===== src/rtl/uart_tx_serializer_pkg.sv =====
// Shared encodings and line-config payload for the UART transmit serializer.
// The parity feature itself is selected in the top with UART_TX_PARITY_EN.
package uart_tx_serializer_pkg;

  localparam int unsigned UART_FIFO_WIDTH     = 8;
  localparam int unsigned UART_FIFO_COUNTER_W = 5;
  localparam int unsigned STATE_W             = 3;

  typedef enum logic [STATE_W-1:0] {
    S_IDLE   = 3'd0,
    S_POP    = 3'd1,
    S_START  = 3'd2,
    S_DATA   = 3'd3,
    S_PARITY = 3'd4,
    S_STOP1  = 3'd5,
    S_STOP2  = 3'd6
  } tx_state_e;

  typedef enum logic [1:0] {
    DB_5 = 2'b00,
    DB_6 = 2'b01,
    DB_7 = 2'b10,
    DB_8 = 2'b11
  } data_bits_e;

  // Frame shape latched once per frame in POP
  typedef struct packed {
    logic [1:0] data_bits;
    logic       stop2;
  } tx_cfg_t;

  function automatic logic [3:0] num_data_bits(input logic [1:0] code);
    return 4'(code) + 4'd5;
  endfunction

endpackage


===== src/rtl/uart_tx_bitclk.sv =====
// Bit-period timer: counts oversampling ticks and flags the tick that ends a bit.
// i_half shortens the period to half length (second stop of a 1.5-stop frame).
module uart_tx_bitclk #(
  parameter int unsigned OVERSAMPLE = 16
) (
  input  logic clk,
  input  logic rst,
  input  logic i_clear,
  input  logic i_enable,
  input  logic i_half,
  output logic o_bit_done_c
);

  localparam int unsigned TICK_W = (OVERSAMPLE > 2) ? $clog2(OVERSAMPLE) : 1;
  localparam logic [TICK_W-1:0] FULL_LAST = TICK_W'(OVERSAMPLE - 1);
  localparam logic [TICK_W-1:0] HALF_LAST = TICK_W'(OVERSAMPLE / 2 - 1);

  logic [TICK_W-1:0] r_tick_cnt;
  logic [TICK_W-1:0] w_last;

  assign w_last       = i_half ? HALF_LAST : FULL_LAST;
  assign o_bit_done_c = i_enable && !i_clear && (r_tick_cnt == w_last);

  always_ff @(posedge clk) begin
    if (rst || i_clear) begin
      r_tick_cnt <= '0;
    end else if (i_enable) begin
      r_tick_cnt <= o_bit_done_c ? '0 : r_tick_cnt + TICK_W'(1);
    end
  end

endmodule


===== src/rtl/uart_tx_serializer.sv =====
// UART transmit serializer: pops TX FIFO bytes and shifts them out as async frames.
// Define UART_TX_PARITY_EN to build the parity bit; otherwise frames never carry parity.
module uart_tx_serializer
  import uart_tx_serializer_pkg::*;
#(
  parameter int unsigned DATA_W     = UART_FIFO_WIDTH,
  parameter int unsigned COUNT_W    = UART_FIFO_COUNTER_W,
  parameter int unsigned OVERSAMPLE = 16
) (
  input  logic               clk,
  input  logic               rst,
  input  logic               enable,
  input  logic [DATA_W-1:0]  tf_data_out,
  input  logic [COUNT_W-1:0] tf_count,
  output logic               tf_pop,
  input  logic [1:0]         data_bits,
  input  logic               stop2,
  input  logic               parity_en,
  input  logic               parity_even,
  input  logic               parity_stick,
  input  logic               tx_break,
  output logic               stx_pad_o,
  output logic [2:0]         tstate,
  output logic               busy
);

  localparam int unsigned BIT_CNT_W = (DATA_W > 2) ? $clog2(DATA_W) : 1;

  tx_state_e             r_state;
  logic [DATA_W-1:0]     r_shift;
  logic [BIT_CNT_W-1:0]  r_bit_cnt;
  tx_cfg_t               r_cfg;
  logic                  r_tf_pop;
  logic                  r_busy;
  logic                  r_stx;

  logic                  w_fifo_ne;
  logic                  w_bit_done;
  logic                  w_tick_clear;
  logic                  w_half;
  logic                  w_last_bit;
  logic [BIT_CNT_W-1:0]  w_last_idx;
  logic                  w_level;

  assign w_fifo_ne    = (tf_count != '0);
  assign w_tick_clear = (r_state == S_IDLE) || (r_state == S_POP);
  assign w_half       = (r_state == S_STOP2) && (r_cfg.data_bits == DB_5);
  assign w_last_idx   = BIT_CNT_W'(num_data_bits(r_cfg.data_bits) - 4'd1);
  assign w_last_bit   = (r_bit_cnt == w_last_idx);

  uart_tx_bitclk #(
    .OVERSAMPLE (OVERSAMPLE)
  ) u_bitclk (
    .clk          (clk),
    .rst          (rst),
    .i_clear      (w_tick_clear),
    .i_enable     (enable),
    .i_half       (w_half),
    .o_bit_done_c (w_bit_done)
  );

`ifdef UART_TX_PARITY_EN
  logic              r_par_en;
  logic              r_parity;
  logic [DATA_W-1:0] w_mask;
  logic              w_xor;
  logic              w_par_bit;

  // Only the bits actually transmitted contribute to parity
  always_comb begin
    w_mask = '0;
    for (int i = 0; i < DATA_W; i++) begin
      w_mask[i] = (i < int'(num_data_bits(data_bits)));
    end
  end

  assign w_xor     = ^(tf_data_out & w_mask);
  assign w_par_bit = parity_stick ? ~parity_even : (parity_even ? w_xor : ~w_xor);
`else
  logic w_unused_parity;
  assign w_unused_parity = ^{parity_en, parity_even, parity_stick};
`endif

  // Frame FSM; line config and data are captured only in POP
  always_ff @(posedge clk) begin
    if (rst) begin
      r_state   <= S_IDLE;
      r_shift   <= '0;
      r_bit_cnt <= '0;
      r_cfg     <= '0;
      r_tf_pop  <= 1'b0;
      r_busy    <= 1'b0;
`ifdef UART_TX_PARITY_EN
      r_par_en  <= 1'b0;
      r_parity  <= 1'b0;
`endif
    end else begin
      r_tf_pop <= 1'b0;
      case (r_state)
        S_IDLE: begin
          if (w_fifo_ne) begin
            r_state  <= S_POP;
            r_tf_pop <= 1'b1;
            r_busy   <= 1'b1;
          end
        end
        S_POP: begin
          r_shift         <= tf_data_out;
          r_cfg.data_bits <= data_bits;
          r_cfg.stop2     <= stop2;
          r_bit_cnt       <= '0;
`ifdef UART_TX_PARITY_EN
          r_par_en        <= parity_en;
          r_parity        <= w_par_bit;
`endif
          r_state         <= S_START;
        end
        S_START: begin
          if (w_bit_done) begin
            r_state <= S_DATA;
          end
        end
        S_DATA: begin
          if (w_bit_done) begin
            if (w_last_bit) begin
`ifdef UART_TX_PARITY_EN
              r_state <= r_par_en ? S_PARITY : S_STOP1;
`else
              r_state <= S_STOP1;
`endif
            end else begin
              r_shift   <= r_shift >> 1;
              r_bit_cnt <= r_bit_cnt + BIT_CNT_W'(1);
            end
          end
        end
`ifdef UART_TX_PARITY_EN
        S_PARITY: begin
          if (w_bit_done) begin
            r_state <= S_STOP1;
          end
        end
`endif
        S_STOP1: begin
          if (w_bit_done) begin
            if (r_cfg.stop2) begin
              r_state <= S_STOP2;
            end else if (w_fifo_ne) begin
              r_state  <= S_POP;
              r_tf_pop <= 1'b1;
            end else begin
              r_state <= S_IDLE;
              r_busy  <= 1'b0;
            end
          end
        end
        S_STOP2: begin
          if (w_bit_done) begin
            if (w_fifo_ne) begin
              r_state  <= S_POP;
              r_tf_pop <= 1'b1;
            end else begin
              r_state <= S_IDLE;
              r_busy  <= 1'b0;
            end
          end
        end
        default: begin
          r_state <= S_IDLE;
          r_busy  <= 1'b0;
        end
      endcase
    end
  end

  // Frame line level implied by the current state
  always_comb begin
    w_level = 1'b1;
    case (r_state)
      S_START:  w_level = 1'b0;
      S_DATA:   w_level = r_shift[0];
`ifdef UART_TX_PARITY_EN
      S_PARITY: w_level = r_parity;
`endif
      default:  w_level = 1'b1;
    endcase
  end

  // Break overrides the line without disturbing the frame sequencing
  always_ff @(posedge clk) begin
    if (rst) begin
      r_stx <= 1'b1;
    end else begin
      r_stx <= w_level & ~tx_break;
    end
  end

  assign tf_pop    = r_tf_pop;
  assign stx_pad_o = r_stx;
  assign tstate    = r_state;
  assign busy      = r_busy;

endmodule


===== config.mk =====
export PLATFORM = sky130hd
export DESIGN_NAME = uart_tx_serializer
export DESIGN_NICKNAME = d
export VERILOG_FILES = /design/src/rtl/uart_tx_serializer_pkg.sv /design/src/rtl/uart_tx_bitclk.sv /design/src/rtl/uart_tx_serializer.sv
export SDC_FILE = /design/constraint.sdc
export NUM_CORES = 1
export LEC_CHECK = 0
export BUFFER_PORTS_ARGS = -buffer_cell sky130_fd_sc_hd__buf_2
export CAP_MARGIN = 20
export CORE_MARGIN = 10
export CORE_UTILIZATION = 48
export DETAILED_ROUTE_END_ITERATION = 16
export PLACE_DENSITY = 0.71
export SYNTH_ARGS = -nofsm -noshare
export SYNTH_HDL_FRONTEND = slang
export SYNTH_SLANG_ARGS = --single-unit

===== constraint.sdc =====
create_clock -name clk -period 2.1 [get_ports clk]
set_input_delay 0.42 -clock clk [delete_from_list [all_inputs] [get_ports clk]]
set_output_delay 0.42 -clock clk [all_outputs]
set_load 0.01 [all_outputs]

==> flow_results.xml <==
<?xml version="1.0" encoding="UTF-8"?>
<metrics>
  <group name="die">
    <metric name="floorplan.die_area" unit="um^2">5250</metric>
    <metric name="floorplan.initialDensity" unit="">0.520</metric>
    <metric name="floorplan.die.height" unit="um">72.5</metric>
    <metric name="number_of_primary_i_o_pins" unit="">29</metric>
    <metric name="std_cell_rows" unit="">18</metric>
    <metric name="core_box_area" unit="um^2">2540</metric>
    <metric name="die_w" unit="um">72.5</metric>
  </group>
  <group name="sta">
    <metric name="final_hold_vio_count" unit="">0</metric>
    <metric name="maxClockFrequency" unit="GHz">0.569</metric>
    <metric name="finalSetupViolations" unit="">0</metric>
    <metric name="worstMarginPinSlew" unit="ns">0.370</metric>
    <metric name="final.setup.tns" unit="ns">0</metric>
    <metric name="post-route-min-period" unit="ns">1.76</metric>
    <metric name="hold_ws" unit="ns">0.263</metric>
    <metric name="final.period_utilization" unit="">0.837</metric>
    <metric name="timing.final.max_slew_violations" unit="">0</metric>
    <metric name="slew_limit_headroom" unit="">0.753</metric>
    <metric name="worst_clock_skew" unit="ns">0.00310</metric>
    <metric name="rsz0062_at_grt" unit="">no</metric>
  </group>
  <group name="clock_tree">
    <metric name="tritoncts" unit="">built</metric>
    <metric name="post_cts_resize_count" unit="">0</metric>
    <metric name="clk_latency_worst_skew_pair" unit="ns">0.32</metric>
    <metric name="cts_root_buffer" unit="">sky130_fd_sc_hd__clkbuf_4</metric>
    <metric name="clk_transition_reported_paths" unit="ns">0.14</metric>
    <metric name="numCtsBuffers" unit="">3</metric>
    <metric name="clockBufferDepth" unit="">2</metric>
    <metric name="postCtsHoldBufs" unit="">0</metric>
    <metric name="h_tree_lvl_count" unit="">1</metric>
    <metric name="clock_sinks" unit="">24</metric>
    <metric name="post_cts.repair.setup_buffers" unit="">0</metric>
  </group>
  <group name="setup_path">
    <metric name="worstReg2RegStart" unit="">tstate[1]</metric>
    <metric name="crit_path_dat" unit="ns">1.98</metric>
    <metric name="timing.critical_path.from_type" unit="">flip-flop</metric>
    <metric name="r2r_slack" unit="ns">0.34</metric>
    <metric name="worst-endpoint-required" unit="ns">2.32</metric>
    <metric name="timing_worst_setup_path_type" unit="">flip-flop to flip-flop</metric>
    <metric name="max_stage_delay" unit="ns">0.52</metric>
    <metric name="rr_endpoint" unit="">r_bit_cnt[2]</metric>
    <metric name="crit_fanout" unit="">8</metric>
    <metric name="cp_num_buf_inv" unit="">0</metric>
    <metric name="critical-path-top-delay-family" unit="">compound AO/OA/AOI/OAI gates</metric>
    <metric name="critPathSlowestCell" unit="">sky130_fd_sc_hd__dfxtp_1</metric>
    <metric name="crit_path_end_kind" unit="">flip-flop</metric>
    <metric name="crit_path_cell_trace" unit="">nand3b_1 -&gt; o31a_1 -&gt; o21ai_1 -&gt; nor4_1 -&gt; a2111oi_1</metric>
    <metric name="rr_worst_depth" unit="">5</metric>
  </group>
  <group name="power">
    <metric name="ir_worst_vdd" unit="V">0.000745</metric>
    <metric name="p_int" unit="mW">1.05</metric>
    <metric name="p_total" unit="mW">1.76</metric>
    <metric name="pwr-share-comb" unit="">0.457</metric>
    <metric name="seq_power_share" unit="">0.400</metric>
    <metric name="power_density" unit="nW/um^2">1170</metric>
    <metric name="clk_network_pwr_share" unit="">0.143</metric>
    <metric name="power.static_leakage" unit="nW">0.599</metric>
    <metric name="p_sw" unit="uW">708</metric>
    <metric name="swShare" unit="">0.402</metric>
  </group>
  <group name="routing">
    <metric name="detailedRoute.firstIterationViolations" unit="">79</metric>
    <metric name="drc" unit="">0</metric>
    <metric name="vias_per_cell" unit="">5.87</metric>
    <metric name="detail_route.wirelength" unit="um">3090</metric>
    <metric name="vias" unit="">1268</metric>
    <metric name="wire_per_inst" unit="um">14.3</metric>
    <metric name="drt_pre_antenna_iters" unit="">4</metric>
    <metric name="antenna_left" unit="">0</metric>
  </group>
  <group name="worst_hold_path">
    <metric name="holdPathEnd" unit="">stx_pad_o</metric>
    <metric name="hold_path_depth" unit="">2</metric>
    <metric name="min-delay-start" unit="">tx_break</metric>
    <metric name="timing.hold.worst.class" unit="">input pin to flip-flop</metric>
  </group>
  <group name="logic_synthesis">
    <metric name="synth_ff_type" unit="">sky130_fd_sc_hd__dfxtp_1</metric>
    <metric name="async_reset_ff_frac" unit="">0</metric>
    <metric name="synth_enable_flop_cells" unit="">0</metric>
    <metric name="synthCells" unit="">164</metric>
    <metric name="postSynthNetCount" unit="">189</metric>
    <metric name="yosys_register_bits" unit="">24</metric>
    <metric name="synthesis.yosys.warnings" unit="">0</metric>
    <metric name="synth.yosys.seq_area_share" unit="">0.363</metric>
    <metric name="synth.lib_cells_used.distinct" unit="">47</metric>
    <metric name="synth.avg_cell_area" unit="um^2">8.06</metric>
    <metric name="synth_area" unit="um^2">1320</metric>
  </group>
  <group name="final_layout">
    <metric name="design_area" unit="um^2">1500</metric>
    <metric name="antenna_cells" unit="">0</metric>
    <metric name="fin_nets" unit="">212</metric>
    <metric name="fill_cells" unit="">249</metric>
    <metric name="synthToLayoutAreaGrowth" unit="%">13.7</metric>
    <metric name="ratio_of_cells_with_drive_above_1_in_the_final_layout" unit="">0.220</metric>
    <metric name="utilization" unit="">0.591</metric>
  </group>
  <group name="grt">
    <metric name="grt_overflow" unit="">0</metric>
    <metric name="vias_in_the_first_global_route" unit="">1281</metric>
    <metric name="grt_first_pass_wirelength" unit="um">5530</metric>
    <metric name="grt_start_max_net_pins" unit="">21</metric>
    <metric name="track_usage" unit="">0.123</metric>
    <metric name="grt_antenna_before_repair" unit="">0</metric>
  </group>
  <group name="job">
    <metric name="max_cap_viol_count" unit="">0</metric>
  </group>
  <group name="status">
    <metric name="outcome" unit="">complete, no violations</metric>
  </group>
  <group name="place">
    <metric name="finalWeightedCongestion" unit="">0.784</metric>
    <metric name="post_dp_hpwl" unit="um">2360</metric>
    <metric name="post_dp_cell_area" unit="um^2">1470</metric>
    <metric name="port_buffers" unit="">25</metric>
  </group>
</metrics>
[metrics by stage]
stage,setup WS [ns],std cells
4_1_cts,0.355,216
6_report,0.343,216
2_1_floorplan,0.377,164
3_5_place_dp,0.182,212
3_3_place_gp,0.231,212
5_1_grt,0.142,216
[state kept, by name, summed over array words and instances, names as in the netlist]
| name | flops |
|---|---|
| u_bitclk.r_tick_cnt | 4 |
| r_shift | 8 |
| tstate | 3 |
| r_cfg | 3 |
| tf_pop | 1 |
| busy | 1 |
| stx_pad_o | 1 |
| r_bit_cnt | 3 |
[worst max path at each step]
stage                           start            to  depth (start not counted)
after floorplan           tf_count[3]          busy                          5
after global placement    tf_count[3]          busy                          5
after detailed placement  tf_count[3]          busy                          5
after CTS                   tstate[1]  r_bit_cnt[2]                          5
after global routing        tstate[1]  r_bit_cnt[2]                          5
final                       tstate[1]  r_bit_cnt[2]                          5
[cell usage after synthesis (3+ instances only)]
library cell | n | area share
sky130_fd_sc_hd__nor3_1 | 6 | 0.023
sky130_fd_sc_hd__a21oi_1 | 9 | 0.034
sky130_fd_sc_hd__clkbuf_1 | 3 | 0.0085
sky130_fd_sc_hd__mux2i_1 | 4 | 0.030
sky130_fd_sc_hd__nor2b_1 | 4 | 0.019
sky130_fd_sc_hd__nand2_1 | 16 | 0.045
sky130_fd_sc_hd__nand2b_1 | 3 | 0.014
sky130_fd_sc_hd__buf_2 | 3 | 0.011
sky130_fd_sc_hd__o21ai_0 | 4 | 0.015
sky130_fd_sc_hd__buf_1 | 3 | 0.0085
sky130_fd_sc_hd__nand4_1 | 4 | 0.019
sky130_fd_sc_hd__nor2_1 | 20 | 0.057
sky130_fd_sc_hd__nand3_1 | 7 | 0.026
sky130_fd_sc_hd__a311oi_1 | 8 | 0.053
sky130_fd_sc_hd__dfxtp_1 | 24 | 0.36
sky130_fd_sc_hd__xnor2_1 | 4 | 0.026
[area by class of cell]
cell class | instances | area (um^2) | share of cell area
timing repair buffer | 30 | 163 | 0.108
multi-input combinational | 126 | 779 | 0.518
tap | 30 | 37.5 | 0.0250
inverter | 2 | 7.51 | 0.00499
sequential | 24 | 480 | 0.319
clock buffer | 4 | 36.3 | 0.0241
[power by group through the flow]
stage	registers [mW]	clock network [mW]	logic [mW]
floorplan	0.680	0	0.641
global placement	0.708	0	0.779
detailed placement	0.714	0	0.806
CTS	0.705	0.254	0.808
global route	0.726	0.272	0.925
finish	0.705	0.252	0.805
[worst register-to-register path: stages, from the launching register on]
cell	delay (ns)
sky130_fd_sc_hd__dfxtp_1	0.52
sky130_fd_sc_hd__nand3b_1	0.18
sky130_fd_sc_hd__o31a_1	0.26
sky130_fd_sc_hd__o21ai_1	0.31
sky130_fd_sc_hd__nor4_1	0.09
sky130_fd_sc_hd__a2111oi_1	0.30
[logic make-up after synthesis]
logic type	Yosys count	share of synthesized area
adders and majority gates	2	0.0189
muxes	4	0.0303
AOI/OAI and AO/OA	41	0.227
xor gates and xnor gates	6	0.0397
DFF	24	0.363
buffers and inverters	14	0.0473
and+or+nand+nor	73	0.273
[metal layers]
metal | track usage | vias to the layer above | part of all wire
li1 | - | 642 | -
met1 | 0.149 | 596 | 0.46
met2 | 0.210 | 25 | 0.48
met3 | 0.0272 | 5 | 0.046
met4 | 0.0401 | 0 | 0.010
met5 | 0 | - | 0
[placed cells by master (no fill, tap or decap), types with 3 or more instances in the layout]
cell / instances
sky130_fd_sc_hd__nor2b_1: 4
sky130_fd_sc_hd__mux2i_1: 4
sky130_fd_sc_hd__a21oi_1: 9
sky130_fd_sc_hd__buf_2: 25
sky130_fd_sc_hd__nand2_1: 16
sky130_fd_sc_hd__nor2_1: 20
sky130_fd_sc_hd__nand3_1: 7
sky130_fd_sc_hd__nand4_1: 4
sky130_fd_sc_hd__xnor2_1: 4
sky130_fd_sc_hd__nor3_1: 6
sky130_fd_sc_hd__a311oi_1: 8
sky130_fd_sc_hd__buf_4: 5
sky130_fd_sc_hd__o21ai_0: 4
sky130_fd_sc_hd__clkbuf_4: 3
sky130_fd_sc_hd__dfxtp_1: 24
sky130_fd_sc_hd__nand2b_1: 3
Note: power is estimated with default switching activity, not from simulation.
